===== src/rtl/oem_merge_pipe.sv =====
// Two-half Batcher odd-even merge: each half is buffered in its own holding register,
// then both are merged through one registered comparator level per stage with ready/valid backpressure.
module oem_merge_pipe #(
    parameter int WIDTH = 3,
    parameter int n     = 32
) (
    input  logic                     clk,
    input  logic                     rst,
    input  logic [n*WIDTH-1:0]       ina,
    input  logic                     ina_valid,
    output logic                     ina_ready,
    input  logic [n*WIDTH-1:0]       inb,
    input  logic                     inb_valid,
    output logic                     inb_ready,
    input  logic                     desc,
    output logic [2*n*WIDTH-1:0]     c,
    output logic                     c_valid,
    input  logic                     c_ready,
    output logic                     busy
);
    localparam int S  = $clog2(2 * n);
    localparam int DW = 2 * n * WIDTH;

    typedef enum logic [1:0] {EMPTY, HAVE_A, HAVE_B, BOTH} state_t;

    state_t             state, state_nxt;
    logic [n*WIDTH-1:0] a_buf, b_buf;
    logic               a_full, b_full, acc_a, acc_b, launch;
    logic [S-1:0]       vld_p, adv, vld_src, desc_src;
    logic [S-2:0]       desc_p;
    logic [DW-1:0]      data_p [S];
    logic [DW-1:0]      data_src [S];

    // One comparator level; level 0 pairs i with i+n, later levels pair within strides of n>>lvl.
    function automatic logic [DW-1:0] merge_level(input logic [DW-1:0] d, input logic dsc,
                                                  input int lvl);
        logic [DW-1:0]    r;
        logic [WIDTH-1:0] x, y;
        logic             hit;
        int               k;
        r = d;
        k = n >> lvl;
        for (int e = 0; e < 2 * n; e++) begin
            if (lvl == 0)
                hit = (e < n);
            else
                hit = (e >= k) && (((e - k) % (2 * k)) < k) && (e + k < 2 * n);
            if (hit) begin
                x = r[e*WIDTH +: WIDTH];
                y = r[(e+k)*WIDTH +: WIDTH];
                if (dsc ? (x < y) : (x > y)) begin
                    r[e*WIDTH +: WIDTH]     = y;
                    r[(e+k)*WIDTH +: WIDTH] = x;
                end
            end
        end
        return r;
    endfunction

    // Stage k can move when any stage from k to the output is empty or the sink takes data.
    for (genvar g = 0; g < S; g++) begin : g_adv
        assign adv[g] = c_ready || !(&vld_p[S-1:g]);
    end

    always_comb begin
        a_full    = (state == HAVE_A) || (state == BOTH);
        b_full    = (state == HAVE_B) || (state == BOTH);
        launch    = !rst && (state == BOTH) && adv[0];
        ina_ready = !rst && (!a_full || launch);
        inb_ready = !rst && (!b_full || launch);
        acc_a     = ina_valid && ina_ready;
        acc_b     = inb_valid && inb_ready;
        state_nxt = state;
        case (state)
            EMPTY: begin
                if (acc_a && acc_b) state_nxt = BOTH;
                else if (acc_a)     state_nxt = HAVE_A;
                else if (acc_b)     state_nxt = HAVE_B;
            end
            HAVE_A: if (acc_b) state_nxt = BOTH;
            HAVE_B: if (acc_a) state_nxt = BOTH;
            BOTH: begin
                if (launch) begin
                    if (acc_a && acc_b) state_nxt = BOTH;
                    else if (acc_a)     state_nxt = HAVE_A;
                    else if (acc_b)     state_nxt = HAVE_B;
                    else                state_nxt = EMPTY;
                end
            end
            default: state_nxt = EMPTY;
        endcase
    end

    always_ff @(posedge clk) begin
        if (rst) state <= EMPTY;
        else     state <= state_nxt;
    end

    always_ff @(posedge clk) begin
        if (acc_a) a_buf <= ina;
        if (acc_b) b_buf <= inb;
    end

    assign vld_src  = {vld_p[S-2:0], launch};
    assign desc_src = {desc_p, desc};

    for (genvar g = 0; g < S; g++) begin : g_src
        if (g == 0) begin : g_first
            assign data_src[g] = {b_buf, a_buf};
        end else begin : g_rest
            assign data_src[g] = data_p[g-1];
        end
    end

    // Stage boundaries: stage k registers the output of comparator level k.
    always_ff @(posedge clk) begin
        if (rst) begin
            vld_p <= '0;
        end else begin
            for (int k = 0; k < S; k++)
                if (adv[k]) vld_p[k] <= vld_src[k];
        end
    end

    always_ff @(posedge clk) begin
        for (int k = 0; k < S; k++)
            if (adv[k]) data_p[k] <= merge_level(data_src[k], desc_src[k], k);
        for (int k = 0; k < S - 1; k++)
            if (adv[k]) desc_p[k] <= desc_src[k];
    end

    assign c       = data_p[S-1];
    assign c_valid = !rst && vld_p[S-1];
    assign busy    = !rst && (a_full || b_full || (|vld_p));

endmodule


===== config.mk =====
export PLATFORM = sky130hd
export DESIGN_NAME = oem_merge_pipe
export DESIGN_NICKNAME = d
export VERILOG_FILES = /design/src/rtl/oem_merge_pipe.sv
export SDC_FILE = /design/constraint.sdc
export NUM_CORES = 2
export LEC_CHECK = 0
export ABC_AREA = 1
export CORE_MARGIN = 2
export CORE_UTILIZATION = 40
export DETAILED_ROUTE_END_ITERATION = 10
export HOLD_SLACK_MARGIN = 0.06
export PLACE_DENSITY = 0.54
export SETUP_SLACK_MARGIN = 0.3
export SLEW_MARGIN = 15
export SYNTH_ARGS = -nofsm -noshare
export SYNTH_HDL_FRONTEND = slang
export SYNTH_SLANG_ARGS = --single-unit

===== constraint.sdc =====
create_clock -name clk -period 14.3 [get_ports clk]
set_input_delay 1.43 -clock clk [delete_from_list [all_inputs] [get_ports clk]]
set_output_delay 1.43 -clock clk [all_outputs]
set_load 0.005 [all_outputs]

==> run metrics <==
status=completed; final hold slack=0.4075 ns; Syn Area/Cell=11.58 um^2; worst reg2reg setup slack=10.32 ns; DR iter-0 viols=2867; CTS H-tree depth=4; RR Endpoint=data_p[1][156]; CP Data Required Time=12.87 ns; Fin. Hold Viols=0; Max Cap Viol=0; layout cell share with drive strength beyond 1=5.183%; Compound-Gate Fraction of Synth Area=11.77%; net switching power=6.665 mW; Clock Pin Slew Worst Setup and Hold Paths=0.06 ns; register bit total from synthesis=1357; list of most frequent post-synthesis cells=edfxtp_1, nand2_1, a21oi_1; Area Overhead vs Synth=16.13%; design area=0.07388 mm^2; Tmin final=4.844 ns; unrepaired setup endpoints after global routing=false; CP endpoint kind=output port; vias in the first global route=38200; Max Slew Vio Count=0; Hold Path Stages=0; library cells used by synthesis=27; First-pass DRT Iterations=6; buffer depth of the longest clock path=3; cell accounting for the most synthesized area=edfxtp_1; synthesized area=0.06361 mm^2; post-synthesis simple-gate area fraction=9.563%; Worst Path Max Fanout=31; I/O pin total=394; Ys Warns=0; type of origin of the critical path=input pin; Worst-Margin Slew=1.051 ns; top_reg_cell synth=edfxtp_1; RePlAce Congestion=0.8392; final setup violation count=0; input/output buffers=393; # diodes=0; Setup Buffers After CTS=0; main combinational cell family by area after synthesis=compound AO/OA/AOI/OAI gates; clock share of power=21.0%; Hold WC Path Type=flip-flop to flip-flop; HP Start=data_p[3][1]; num rows=146; hpwl dp=108.5 mm; most frequent cell after synthesis=edfxtp_1; setup tns final=0 ns; Reg2Reg Depth=7; Remaining DRCs=0; Min-Delay Endpoint=data_p[4][1]; Die X-Extent=402.8 um; vias per std cell=4.983; Resized cells post-CTS=0; initial core utilization=40.21%; post-synthesis cell count=5492; Power Density=246.9 mW/mm^2; GRT overflow=0; switch share=36.54%; syn nets=6178; area share of the leading cell type in the synthesized netlist=63.68%; Reg power frac=42.4%; CTS Sinks=1357; Comb power frac=36.5%; die height=402.8 um; largest cells by area after synthesis=edfxtp_1, ha_1, a21oi_1; post-synthesis xor/xnor area fraction=0%; root buffer cell=clkbuf_16; Post-DP Area=0.06897 mm^2; internal power=11.58 mW; initial antenna violation count=10; cts hold-fix bufs=0; Post-synth EDFFs=1349; Pleak=29.30 nW; Final #Nets=6550; Rel. slew slack=29.90%; Core Box Area=0.1582 mm^2; gr usage total=17.62%; DR vias=40130; Tcrit/Tclk final=33.87%; VDD IR max=0.0001281 V; asr flop ratio synth=0%; antenna viol nets, final=0; Seq/Total Area, Yosys=63.93%; Layout Skew=0.02264 ns; largest net degree at the start of global routing=113; WL final=143.6 mm; crit path DAT=3.41 ns; mean routed wirelength per cell=17.83 um; CTS buffer count=150; Post-Synth Adder-Cell Area=9.598%; Setup CP Type=input pin to output port; multiplexer share of the synthesized area=0%; Max Fclk=206.5 MHz; die area=0.1622 mm^2; Worst-Skew Late Latency=0.77 ns; first-pass GRT wire length=219.0 mm; reg-to-reg startpoint=vld_p[4]; CTS tree=built
-- power by group through the flow --
stage	registers [mW]	clock network [mW]	logic [mW]
global placement	7.83	0	6.43
floorplan	7.37	0	5.13
detailed placement	7.84	0	6.70
global route	7.92	4.09	7.81
CTS	7.77	3.94	6.74
finish	7.74	3.84	6.67
-- metal layers --
layer | track usage, % | wire [um]
met5 | 0 | 0
met3 | 3.033 | 7014
met2 | 28.58 | 66770
met4 | 5.651 | 4041
met1 | 24.10 | 65790
-- layout by cell type, fill, tap and decap left out, drive strengths merged --
cell,synthesis,layout
nor2,494,494
clkbuf,8,172
nor4,1,1
clkdlybuf4s50,0,393
a41oi,1,1
edfxtp,1349,1349
or2,1,1
ha,488,488
o21ai,805,805
nand3b,1,1
a21oi,653,653
inv,505,512
bufinv,0,17
buf,186,21
dfxtp,8,8
clkinv,1,64
nand3,328,328
clkinvlp,0,10
nand2,663,663
-- flip-flops by register name, summed over array words and instances, names as in the netlist --
| register | flops |
|---|---|
| vld_p | 6 |
| data_p | 1152 |
| state | 2 |
| desc_p | 5 |
| a_buf | 96 |
| b_buf | 96 |
-- layout make-up --
cell class	count	area, um^2
clock inverter	97	1072
clock buffer	172	3836
fill	14240	84320
multi-input combinational	3435	19690
timing repair buffer	414	4095
inverter	506	1921
tap	2072	2592
sequential	1357	40670
-- metrics by stage --
stage | setup slack (ns) | util (%) | std cells | power [mW]
6_report | 9.456 | 46.70 | 8053 | 18.24
3_5_place_dp | 8.629 | 43.60 | 7784 | 14.54
5_1_grt | 9.203 | 46.70 | 8053 | 19.83
3_3_place_gp | 8.673 | 43.60 | 7784 | 14.26
4_1_cts | 9.410 | 46.70 | 8053 | 18.45
2_1_floorplan | 3.990 | - | 5492 | 12.50
-- worst max-delay path: stages --
cell             delay (ns)
clkdlybuf4s50_1        0.46
nor2_4                 0.28
nand3_4                0.45
nand2_4                0.23
nand2_2                0.09
clkdlybuf4s50_1        0.45
-- worst max path at each step --
stage,startpoint,endpoint,depth (start not counted)
after floorplan,c_ready,data_p[1][0],4
final,c_ready,ina_ready,6
after CTS,c_ready,ina_ready,6
after detailed placement,c_ready,data_p[1][174],7
after global routing,c_ready,data_p[1][172],7
after global placement,c_ready,data_p[1][180],7
-- kinds of logic after synthesis --
kind of cell / Yosys count
DFF: 1357
buffers and inverters: 700
AOI/OAI and AO/OA: 1459
and+or+nand+nor: 1488
adders and majority gates: 488
Power figures use the tool's default switching activity.
